==> config.mk <==
export PLATFORM = sky130hd
export DESIGN_NAME = q_measure
export DESIGN_NICKNAME = d
export VERILOG_FILES = /design/src/rtl/q_measure.sv
export SDC_FILE = /design/constraint.sdc
export NUM_CORES = 1
export LEC_CHECK = 0
export ABC_AREA = 1
export CAP_MARGIN = 30
export CELL_PAD_IN_SITES_DETAIL_PLACEMENT = 1
export CELL_PAD_IN_SITES_GLOBAL_PLACEMENT = 2
export CORE_UTILIZATION = 36
export DETAILED_ROUTE_END_ITERATION = 8
export GPL_TIMING_DRIVEN = 0
export HOLD_SLACK_MARGIN = 0.08
export PLACE_DENSITY = 0.85
export SETUP_SLACK_MARGIN = 0.1
export SLEW_MARGIN = 20
export SYNTH_ARGS = -nofsm -noshare
export SYNTH_HDL_FRONTEND = slang
export SYNTH_SLANG_ARGS = --single-unit
export TNS_END_PERCENT = 20
==> constraint.sdc <==
create_clock -name clk -period 3.61 [get_ports clk]
set_input_delay 0.722 -clock clk [delete_from_list [all_inputs] [get_ports clk]]
set_output_delay 0.722 -clock clk [all_outputs]
set_load 0.02 [all_outputs]
==> src/rtl/q_measure.sv <==
// Resonator Q measurement: excites the resonator, then counts ring-down zero-cross edges
// until the envelope drops or the oscillation stalls. Optional build macro: Q_MEAS_AVG_EN.
module q_measure #(
    parameter int BUS_WIDTH     = 10,
    parameter int EXCITE_CYCLES = 16,
    parameter int GAP_CYCLES    = 255
) (
    input  logic                 clk,
    input  logic                 rst,
    input  logic                 enable,
    input  logic                 start,
    input  logic                 osc_in,
    input  logic                 env_above,
    output logic                 excite,
    output logic [BUS_WIDTH-1:0] q_measured,
    output logic                 ready,
    output logic                 busy,
    output logic                 timeout,
    output logic [2:0]           o_dbg_state
);

    localparam int EW = $clog2(EXCITE_CYCLES + 1);
    localparam int GW = $clog2(GAP_CYCLES + 1);
    localparam logic [EW-1:0]        EXC_LAST = EW'(EXCITE_CYCLES - 1);
    localparam logic [GW-1:0]        GAP_LAST = GW'(GAP_CYCLES - 1);
    localparam logic [BUS_WIDTH-1:0] CNT_MAX  = '1;

    typedef enum logic [2:0] {
        S_IDLE   = 3'd0,
        S_EXCITE = 3'd1,
        S_ARM    = 3'd2,
        S_COUNT  = 3'd3,
        S_DONE   = 3'd4
    } state_t;

    state_t               r_state;
    logic                 r_osc_s1, r_osc_s2, r_osc_s3;
    logic                 r_env_s1, r_env_s2;
    logic [EW-1:0]        r_exc_cnt;
    logic [GW-1:0]        r_gap;
    logic [BUS_WIDTH-1:0] r_cnt;
    logic                 r_meas_to;
    logic                 r_excite;
    logic [BUS_WIDTH-1:0] r_q;
    logic                 r_ready;
    logic                 r_busy;
    logic                 r_timeout;

    logic                 w_osc_rise;
    logic [BUS_WIDTH-1:0] w_cnt_next;

`ifdef Q_MEAS_AVG_EN
    logic [1:0]           r_avg_idx;
    logic [BUS_WIDTH+1:0] r_sum;
    logic                 r_to_acc;
    logic [BUS_WIDTH+1:0] w_sum;
    logic                 w_to_any;

    assign w_sum    = r_sum + {2'b00, r_cnt};
    assign w_to_any = r_to_acc | r_meas_to;
`endif

    // s3 only holds the previous synchronized osc level for rising-edge detection.
    always_ff @(posedge clk or negedge rst) begin
        if (!rst) begin
            r_osc_s1 <= 1'b0;
            r_osc_s2 <= 1'b0;
            r_osc_s3 <= 1'b0;
            r_env_s1 <= 1'b0;
            r_env_s2 <= 1'b0;
        end else begin
            r_osc_s1 <= osc_in;
            r_osc_s2 <= r_osc_s1;
            r_osc_s3 <= r_osc_s2;
            r_env_s1 <= env_above;
            r_env_s2 <= r_env_s1;
        end
    end

    assign w_osc_rise = r_osc_s2 & ~r_osc_s3;
    assign w_cnt_next = (w_osc_rise && r_cnt != CNT_MAX) ? r_cnt + 1'b1 : r_cnt;

    always_ff @(posedge clk or negedge rst) begin
        if (!rst) begin
            r_state   <= S_IDLE;
            r_exc_cnt <= '0;
            r_gap     <= '0;
            r_cnt     <= '0;
            r_meas_to <= 1'b0;
            r_excite  <= 1'b0;
            r_q       <= '0;
            r_ready   <= 1'b0;
            r_busy    <= 1'b0;
            r_timeout <= 1'b0;
`ifdef Q_MEAS_AVG_EN
            r_avg_idx <= '0;
            r_sum     <= '0;
            r_to_acc  <= 1'b0;
`endif
        end else begin
            r_ready <= 1'b0;
            if (!enable && r_state != S_IDLE) begin
                // Abort: results and the result flags stay as they were.
                r_state  <= S_IDLE;
                r_excite <= 1'b0;
                r_busy   <= 1'b0;
`ifdef Q_MEAS_AVG_EN
                r_avg_idx <= '0;
                r_sum     <= '0;
                r_to_acc  <= 1'b0;
`endif
            end else begin
                case (r_state)
                    S_IDLE: begin
                        if (start && enable) begin
                            r_state   <= S_EXCITE;
                            r_excite  <= 1'b1;
                            r_busy    <= 1'b1;
                            r_exc_cnt <= '0;
                        end
                    end
                    S_EXCITE: begin
                        if (r_exc_cnt == EXC_LAST) begin
                            r_state   <= S_ARM;
                            r_excite  <= 1'b0;
                            r_gap     <= '0;
                            r_meas_to <= 1'b0;
                        end else begin
                            r_exc_cnt <= r_exc_cnt + 1'b1;
                        end
                    end
                    S_ARM: begin
                        if (r_env_s2) begin
                            r_state <= S_COUNT;
                            r_cnt   <= '0;
                            r_gap   <= '0;
                        end else if (r_gap == GAP_LAST) begin
                            r_state   <= S_DONE;
                            r_cnt     <= '0;
                            r_meas_to <= 1'b1;
                        end else begin
                            r_gap <= r_gap + 1'b1;
                        end
                    end
                    S_COUNT: begin
                        r_cnt <= w_cnt_next;
                        if (!r_env_s2) begin
                            r_state <= S_DONE;
                        end else if (w_osc_rise) begin
                            r_gap <= '0;
                        end else if (r_gap == GAP_LAST) begin
                            r_state   <= S_DONE;
                            r_meas_to <= 1'b1;
                        end else begin
                            r_gap <= r_gap + 1'b1;
                        end
                    end
                    S_DONE: begin
`ifdef Q_MEAS_AVG_EN
                        if (r_avg_idx == 2'd3) begin
                            r_q       <= w_sum[BUS_WIDTH+1:2];
                            r_timeout <= w_to_any;
                            r_ready   <= 1'b1;
                            r_state   <= S_IDLE;
                            r_busy    <= 1'b0;
                            r_avg_idx <= '0;
                            r_sum     <= '0;
                            r_to_acc  <= 1'b0;
                        end else begin
                            // Chain straight into the next excitation of the set of four.
                            r_avg_idx <= r_avg_idx + 1'b1;
                            r_sum     <= w_sum;
                            r_to_acc  <= w_to_any;
                            r_state   <= S_EXCITE;
                            r_excite  <= 1'b1;
                            r_exc_cnt <= '0;
                        end
`else
                        r_q       <= r_cnt;
                        r_timeout <= r_meas_to;
                        r_ready   <= 1'b1;
                        r_state   <= S_IDLE;
                        r_busy    <= 1'b0;
`endif
                    end
                    default: begin
                        r_state  <= S_IDLE;
                        r_excite <= 1'b0;
                        r_busy   <= 1'b0;
                    end
                endcase
            end
        end
    end

    assign excite      = r_excite;
    assign q_measured  = r_q;
    assign ready       = r_ready;
    assign busy        = r_busy;
    assign timeout     = r_timeout;
    assign o_dbg_state = r_state;

endmodule

### Word level (Yosys, flattened, before mapping)

Cells that the tools add are included.

| word-level totals | value |
|---|---|
| register bits after elaboration | 46 |
| input bits | 6 |
| output and inout port bits | 17 |
| logic and storage cells | 94 |

| cells by class | value |
|---|---|
| add/sub/neg operators | 3 |
| eq/ne operators | 20 |
| muxes and demuxes | 34 |
| bitwise gates (word level) | 3 |
| reductions and logical operators | 19 |

Operator list:

| operator | count |
|---|---|
| 2-to-1 mux 8 bit | 5 |
| 2-to-1 mux 10 bit | 3 |
| case mux 8 bit (3 select lines) | 1 |
| 2-to-1 mux 3 bit | 7 |
| case mux 10 bit (2 select lines) | 1 |
| != test 2 bit (second input constant) | 7 |
| case mux 3 bit (4 select lines) | 1 |
| AND reduction 4 bit | 3 |
| adder 10 x 1 -> 10 bit (second input constant) | 1 |
| 2-to-1 mux 1 bit | 10 |
| 2-to-1 mux 5 bit | 2 |
| != test 10 bit (second input constant) | 1 |
| case mux 5 bit (2 select lines) | 1 |
| != test 3 bit (second input constant) | 3 |
| adder 8 x 1 -> 8 bit (second input constant) | 1 |
| equality test 8 bit (second input constant) | 1 |
| equality test 3 x 2 -> 1 bit (second input constant) | 2 |
| case mux 1 bit (3 select lines) | 2 |
| AND reduction 3 bit | 2 |
| AND reduction 6 bit | 1 |
| nonzero test 3 bit | 2 |
| OR reduction 3 bit | 2 |
| adder 5 x 1 -> 5 bit (second input constant) | 1 |
| equality test 5 x 4 -> 1 bit (second input constant) | 1 |
| 12 further kinds | 18 |

### Longest topological paths before layout

Gate-level depths: netlist of the first run.

| logic depth | value |
|---|---|
| depth after elaboration | 6 |
| mapped depth | 12 |
| depth with buffers taken out | 12 |

### Least setup slack after synthesis of the first run

OpenSTA, ideal clock, no wires.

| path | value |
|---|---|
| path kind | register to register |
| from | register r_exc_cnt[0] |
| to | register r_excite (netlist: excite) |
| library setup time | 0.076 ns |
| arrival | 1.456 ns |
| data required time | 3.534 ns |
| slack | 2.078 ns |
| stages on the path, launching flop included | 12 |
| buffers on the path | 0 |
| period minus slack after synthesis | 1.532 ns |
| path through | dfrtp_1 > ha_1 > nand2_1 > nor2_1 > ha_1 > nor2_2 > nand2_1 > nand2_1 > nand2_1 > inv_2 > nand2_1 > o21ai_1 |

| on the way | value |
|---|---|
| cells in the longest elaborated chain, start to end | 3 |

Ends and longest elaborated chain:

| item | line | RTL |
|---|---|---|
| from (decl) | 39 | `logic [EW-1:0] r_exc_cnt;` |
| from (signal assigned) | 129 | `r_exc_cnt <= r_exc_cnt + 1'b1;` |
| equality test 5 x 4 -> 1 bit | 123 | `if (r_exc_cnt == EXC_LAST) begin` |
| != test 3 bit (no line) | - |  |
| AND reduction 3 bit (no line) | - |  |
| to (signal assigned) | 105 | `r_excite <= 1'b0;` |
| to (signal assigned) | 117 | `r_excite <= 1'b1;` |
| to (signal assigned) | 125 | `r_excite <= 1'b0;` |
| to (decl) | 43 | `logic r_excite;` |

No other way between the ends.
A chain may end at the register's enable or synchronous reset.

### Worst setup path in the final report of the first run

| path | value |
|---|---|
| from | register r_state[2] (netlist: o_dbg_state[2]) |
| to | output o_dbg_state[2] |

RTL lines:

| item | line | RTL |
|---|---|---|
| from (decl) | 36 | `state_t r_state;` |
| from (signal assigned) | 85 | `r_state <= S_IDLE;` |
| from (signal assigned) | 104 | `r_state <= S_IDLE;` |
| from (signal assigned) | 116 | `r_state <= S_EXCITE;` |
| to (decl) | 19 | `output logic [2:0] o_dbg_state` |

No word-level cell between the ends.

==> metrics.txt, run 1 <==
startpoint type of the worst setup path=flip-flop; IR drop worst, VDD=0.2728 mV; Lkg Pwr=1.414 nW; total power per unit cell area=502.9 mW/mm^2; fraction of met2 tracks used by global routing=28.31%; placed instance area=0.002786 sq mm; layout cell share with drive strength beyond 1=8.708%; slew of the pin with the lowest slew margin=0.5388 ns; antenna violation net count after detailed routing=0; Die Width=84.58 microns; most used standard cell by instance count after synthesis=nand2_1; count of nets after finishing=366; Num CTS Buffers=5; min-delay worst type=reg2reg; CP peak stage delay=0.64 ns; met1 usage=26.87%; overall track demand over capacity in global routing=18.60%; number of register bits inferred by synthesis=46; Comb pwr share=32.0%; Slew Limit Fails=0; commonest cells in the synthesized netlist=nand2_1, dfrtp_1, inv_1, nor2_1, nand3_1; DRC violation total after the first TritonRoute iteration=83; final setup margin=1.510 ns; final weighted congestion in routability-driven placement=0.7660; gr ovfl total=0; min cycle time layout=2.100 ns; TritonCTS clock tree=yes; HPWL after DPL=4396 microns; number of hold-slack violations in the final timing report=0; met3 Use GR=3.245%; sinks on the clock net=46; number of antenna diodes=0; largest clock skew in the final design=0.01265 ns; fin area=0.002893 sq mm; Gate Count Post-Synth=325; die outline area=0.007153 sq mm; Reg power frac=41.7%; setup tns final=0 ns; Avg WL per Cell=13.80 microns; clock-pin slew of the registers on the worst-case setup and hold paths=0.08 ns; fraction of power spent switching nets=36.85%; starting density of the core=38.01%; final-layout fill cell count=803; critical path's slowest cell=clkdlybuf4s50_1; Tcrit/Tclk final=58.16%; post-route DRC violation count=2; share of synthesized area occupied by flip-flops and latches=46.89%; CTS H-tree depth=2; Die Height=84.58 microns; vias in the first global route=2,161; placeable core region=0.006459 sq mm; Clock power frac=26.3%; delay-heaviest family, CP=buffers and inverters; classification of the worst setup path=reg2out; CP Data Arrival Time=1.38 ns; setup repair after global routing missed its margin=no; share of the synthesized area in the top cell type=46.89%; vias per inst=4.885; proportion of synthesized flip-flops having asynchronous set or reset=100.0%; largest net degree at the start of global routing=26; fmax=0.4763 GHz; most crowded layer after global routing=met2; worst-path maximum fanout=3; first-pass detailed-route iteration total=7; Gates resized, CTS repair=0; antenna violations before repair=0; net switching power of the design=0.5361 mW; violations in the final reports=DRC; CTS root buffer=clkbuf_8; count of flip-flops with a built-in enable after synthesis=0; wire length of the first global-routing pass=10,570 microns; Clock Tree Buf Depth=2; data required time at the worst endpoint=2.89 ns; number of standard-cell rows in the floorplan=29; syn_nets=336; worst path bufs/invs=1; Maximum Capacitance Violations=0; smallest hold slack=0.3579 ns; post-synthesis average cell area=7.553 sq um; endpoint kind of the worst setup timing path=output pin; largest area contributor in the synthesized netlist=dfrtp_1; number of ports placed on the die boundary=23; worst-case register-to-register setup slack=1.81 ns; combined area of all synthesized cells=0.002455 sq mm; number of distinct library cells after synthesis=27; Primary FF master, synth=dfrtp_1; result of the run=complete, but fails checks; setup-violating endpoint count in the final report=0; Post-Place Setup Slack=1.270 ns; worst-skew pair later-pin latency=0.30 ns; Port Buffers=22; worst-path cell chain=clkdlybuf4s50_1; remaining max-slew budget at the tightest pin=64.08%; final WL=5974 microns; area growth from synthesis to layout=17.84%; total number of vias=2,115; total number of yosys warnings=0; setup bufs post-CTS=0; synth top area cells=dfrtp_1, nand2_1, inv_1; number of hold buffers added after CTS=0; Power Internal=0.9188 mW; Total Power Consumption=1.455 mW
## final timing paths
path / depth (start not counted) / to / startpoint
max: 1 / o_dbg_state[2] / o_dbg_state[2]
min: 0 / r_env_s2 / r_env_s1
max reg2reg: 9 / r_cnt[3] / r_cnt[0]
min reg2reg: 0 / r_env_s2 / r_env_s1
max in group asynchronous: 2 / r_exc_cnt[2] / rst
min in group asynchronous: 1 / r_cnt[5] / rst
## layout make-up
cell class	instances	area [sq um]	share of cell area, %
Buffer	4	21.27	0.7353
Clock buffer	7	76.32	2.638
Clock inverter	1	30.03	1.038
Inverter	41	153.9	5.320
Multi-Input combinational cell	234	1129	39.01
Sequential cell	46	1151	39.79
Tap cell	77	96.34	3.330
Timing Repair Buffer	23	235.2	8.132
## flip-flops by register name, indices dropped and copies added, names as in the netlist
| register | flops |
|---|---|
| q_measured | 10 |
| r_cnt | 10 |
| r_gap | 8 |
| r_exc_cnt | 5 |
| o_dbg_state | 3 |
| busy | 1 |
| excite | 1 |
| r_env_s1 | 1 |
| r_env_s2 | 1 |
| r_meas_to | 1 |
| r_osc_s1 | 1 |
| r_osc_s2 | 1 |
| r_osc_s3 | 1 |
| ready | 1 |
| timeout | 1 |
## kinds of logic after synthesis
kind of cell | share of synthesized area, %
muxes | 0.4078
buffers and inverters | 7.136
adders and majority gates | 2.548
xor gates and xnor gates | 1.427
and+or+nand+nor | 34.76
DFF | 46.89
AOI/OAI and AO/OA | 6.829
## power groups by stage
stage	Clock [mW]	Combinational, mW	Sequential (mW)
2_1_floorplan	0	0.296	0.632
3_3_place_gp	0	0.462	0.615
3_5_place_dp	0	0.468	0.616
4_1_cts	0.398	0.472	0.608
5_1_grt	0.411	0.528	0.615
6_report	0.383	0.465	0.607
## cells in the final DEF (no fill, tap or decap)
master / n
clkbuf_1: 3
nor3b_1: 3
bufinv_16: 1
clkbuf_8: 5
clkdlybuf4s50_1: 21
nand3_2: 2
dfrtp_1: 46
o211ai_1: 2
inv_1: 35
nand3b_1: 2
nand3_1: 24
inv_2: 6
nor2_4: 2
mux2i_1: 1
xor2_1: 4
nand2_1: 116
buf_4: 1
nand3_4: 1
nand4_1: 6
nand2_4: 1
a21oi_1: 5
o21ai_1: 7
nor2_2: 2
o21ai_0: 16
nand2_2: 5
buf_12: 1
ha_1: 5
or2_2: 1
nor2_1: 27
buf_2: 3
o22ai_1: 2
## layer usage
| metal | routed length [microns] | up-vias |
|---|---|---|
| li1 | - | 1087 |
| met1 | 3174 | 988 |
| met2 | 2557 | 30 |
| met3 | 143 | 10 |
| met4 | 98 | 0 |
| met5 | 0 | - |
## metrics by stage
| stage | std cells | util, % |
|---|---|---|
| finish | 433 | 44.79 |
| global route | 433 | 44.79 |
| CTS | 433 | 44.79 |
| detailed placement | 425 | 43.14 |
| global placement | 424 | 42.91 |
| floorplan | 325 | - |
Power figures use the tool's default switching activity.
==> run 2, diff against run 1 <==
- CORE_UTILIZATION: 36 -> 30
- PLACE_DENSITY: 0.85 -> 0.75
- clock period: 3.61 -> 1.7 ns (I/O delays scaled with it)
==> run 2 against run 1 <==
Net effect:
- the flow now finishes without violations
- register-to-register slack lost 1.7 ns
- largest power group is now combinational cells
- first-iteration DRC count is 18% lower
- sequential power rose by 110%
- sequential cell count stayed put
- clock power grew 89%
- final cell count grew 10%
- via count grew 3.9%
- utilization is 4.3 points lower
- wire length is 6.8% higher
- largest cell class is now multi-input gates
- global-route usage is 2.5 points lower
- critical path depth did not move
- final area rose by 9.3%
==> metrics.txt, run 2 (same netlist as run 1, synthesis figures left out) <==
number of hold-slack violations in the final timing report=0 (unchanged); CTS H-tree depth=2 (unchanged); placed cell count=449 (was 425); data required time at the worst endpoint=1.36 ns (was 2.89 ns); Tcrit/Tclk final=91.93%; post-route DRC violation count=0 (was 2); min-delay worst type=reg2reg (unchanged); clock-pin slew of the registers on the worst-case setup and hold paths=0.10 ns (was 0.08 ns); count of nets after finishing=386 (was 366); Clock Tree Buf Depth=2 (unchanged); delay-heaviest family, CP=buffers and inverters (unchanged); final cell utilization of the core=40.50% (was 44.79%); classification of the worst setup path=reg2out (unchanged); commonest cells after routing, fill and taps aside=nand2_1, dfrtp_1, inv_1 (unchanged); endpoint kind of the worst setup timing path=output pin (unchanged); most common cell after layout, fill and taps aside=nand2_1 (unchanged); layout cell share with drive strength beyond 1=20.74% (was 8.708%); largest net degree at the start of global routing=47 (was 26); antenna violation net count after detailed routing=0 (unchanged); Die Width=92.46 microns (was 84.58 microns); Num CTS Buffers=5 (unchanged); starting density of the core=31.44% (was 38.01%); non-filler instance count after layout=478 (was 433); final weighted congestion in routability-driven placement=0.7863 (was 0.7660); Post-Place Setup Slack=-0.2290 ns (was 1.270 ns); wire length of the first global-routing pass=10,880 microns (was 10,570 microns); fmax=0.6398 GHz; antenna violations before repair=0 (unchanged); die outline area=0.008549 sq mm (was 0.007153 sq mm); Die Height=92.46 microns (was 84.58 microns); final-layout fill cell count=968 (was 803); Avg WL per Cell=13.35 microns (was 13.80 microns); startpoint type of the worst setup path=flip-flop (unchanged); Maximum Capacitance Violations=0 (unchanged); CP peak stage delay=0.59 ns (was 0.64 ns); setup-violating endpoint count in the final report=0 (unchanged); number of standard-cell rows in the floorplan=32 (was 29); sinks on the clock net=46 (unchanged); Lkg Pwr=1.589 nW (was 1.414 nW); TritonCTS clock tree=yes (unchanged); final setup margin=0.1371 ns (was 1.510 ns); overall track demand over capacity in global routing=16.09% (was 18.60%); number of ports placed on the die boundary=23 (unchanged); sequential cell area=0.001155 sq mm (was 0.001151 sq mm); vias in the first global route=2,211 (was 2,161); Port Buffers=22 (unchanged); critical path's slowest cell=clkdlybuf4s50_1 (unchanged); CTS root buffer=clkbuf_8 (unchanged); DRC violation total after the first TritonRoute iteration=68 (was 83); min cycle time layout=1.563 ns; largest clock skew in the final design=0.005845 ns (was 0.01265 ns); first-pass detailed-route iteration total=4 (was 7); IR drop worst, VDD=0.5639 mV (was 0.2728 mV); area growth from synthesis to layout=28.80% (was 17.84%); setup tns final=0 ns (unchanged); setup repair after global routing missed its margin=yes (was no); worst path bufs/invs=1 (unchanged); placeable core region=0.007807 sq mm (was 0.006459 sq mm); CP Data Arrival Time=1.22 ns (was 1.38 ns); result of the run=completed (was complete, but fails checks); total number of vias=2,197 (was 2,115); slew of the pin with the lowest slew margin=0.5994 ns (was 0.5388 ns); HPWL after DPL=4365 microns (was 4396 microns); Slew Limit Fails=0 (unchanged); vias per inst=4.596 (was 4.885); gr ovfl total=0 (unchanged); worst-path maximum fanout=1 (was 3); area of the multi-input gates=0.001222 sq mm (was 0.001129 sq mm); number of antenna diodes=0 (unchanged); worst-skew pair later-pin latency=0.31 ns (was 0.30 ns); final WL=6379 microns (was 5974 microns); worst-path cell chain=clkdlybuf4s50_1 (unchanged); remaining max-slew budget at the tightest pin=60.04% (was 64.08%); total power per unit cell area=1070 mW/mm^2 (was 502.9 mW/mm^2)
[run 2: cell types whose count changed in the layout (fill, tap and decap cells not counted), sizes merged]
cell / previous run / this run
dlygate4sd3: 0 / 1
clkinvlp: 0 / 1
clkdlybuf4s50: 21 / 5
buf: 5 / 23
clkinv: 0 / 2
dlygate4sd2: 0 / 16
nand2: 122 / 123
bufinv: 1 / 0
clkbuf: 8 / 6
[run 2: repair_timing]
| item | CTS | global route |
|---|---|---|
| resized for setup | 35 | 26 |
| hold buffers | 1 | 0 |
| setup endpoints to repair | 45 | 39 |
| buffers inserted | 10 | 9 |
| cloned | 1 | 0 |
| pin swaps | 5 | 12 |
| endpoints found under the hold margin | 46 | 0 |
[run 2: power by group]
group          internal, mW  switching, mW  total (mW)
Combinational         0.531          0.861        1.39
Sequential             1.20         0.0703        1.27
Clock                 0.298          0.428       0.725
[run 2: path summary, 6_finish.rpt]
path	from	endpoint	slack (ns)	cells after the start
worst min register to register	r_osc_s1	r_osc_s2	0.36	0
max in group asynchronous	rst	r_cnt[0]	0.69	2
worst max-delay path	ready	ready	0.14	1
worst max register to register	r_exc_cnt[1]	excite	0.15	11
min in group asynchronous	rst	busy	0.57	2
worst min-delay path	r_osc_s1	r_osc_s2	0.36	0
[run 2: metrics by stage]
stage          cell area, sq um  total power, mW  hold WS [ns]
2_1_floorplan              2455            1.971       0.04441
3_3_place_gp               2803            2.300        0.3320
3_5_place_dp               2800            2.304        0.3363
4_1_cts                    3027            3.263        0.3585
5_1_grt                    3162            3.599        0.3647
6_report                   3162            3.384        0.3581
[run 2: cell type report]
cell class              instances  area share [%]
multi-input cells             235           38.66
clock inverters                 3          0.7915
flip-flops and latches         46           36.53
repair buffers                 42           11.48
well taps                     102           4.036
clock buffers                   5           2.176
inverters                      41           5.421
plain buffers                   4          0.9102
[run 2: per-layer routing]
layer / global-route usage [%] / wire length, microns / up-vias / part of all wire, %
met5: 0 / 0 / - / 0
met4: 3.906 / 72 / 0 / 1.1
met3: 2.463 / 130 / 5 / 2.0
met2: 25.25 / 2789 / 24 / 44
met1: 23.14 / 3387 / 1041 / 53
li1: - / - / 1127 / -
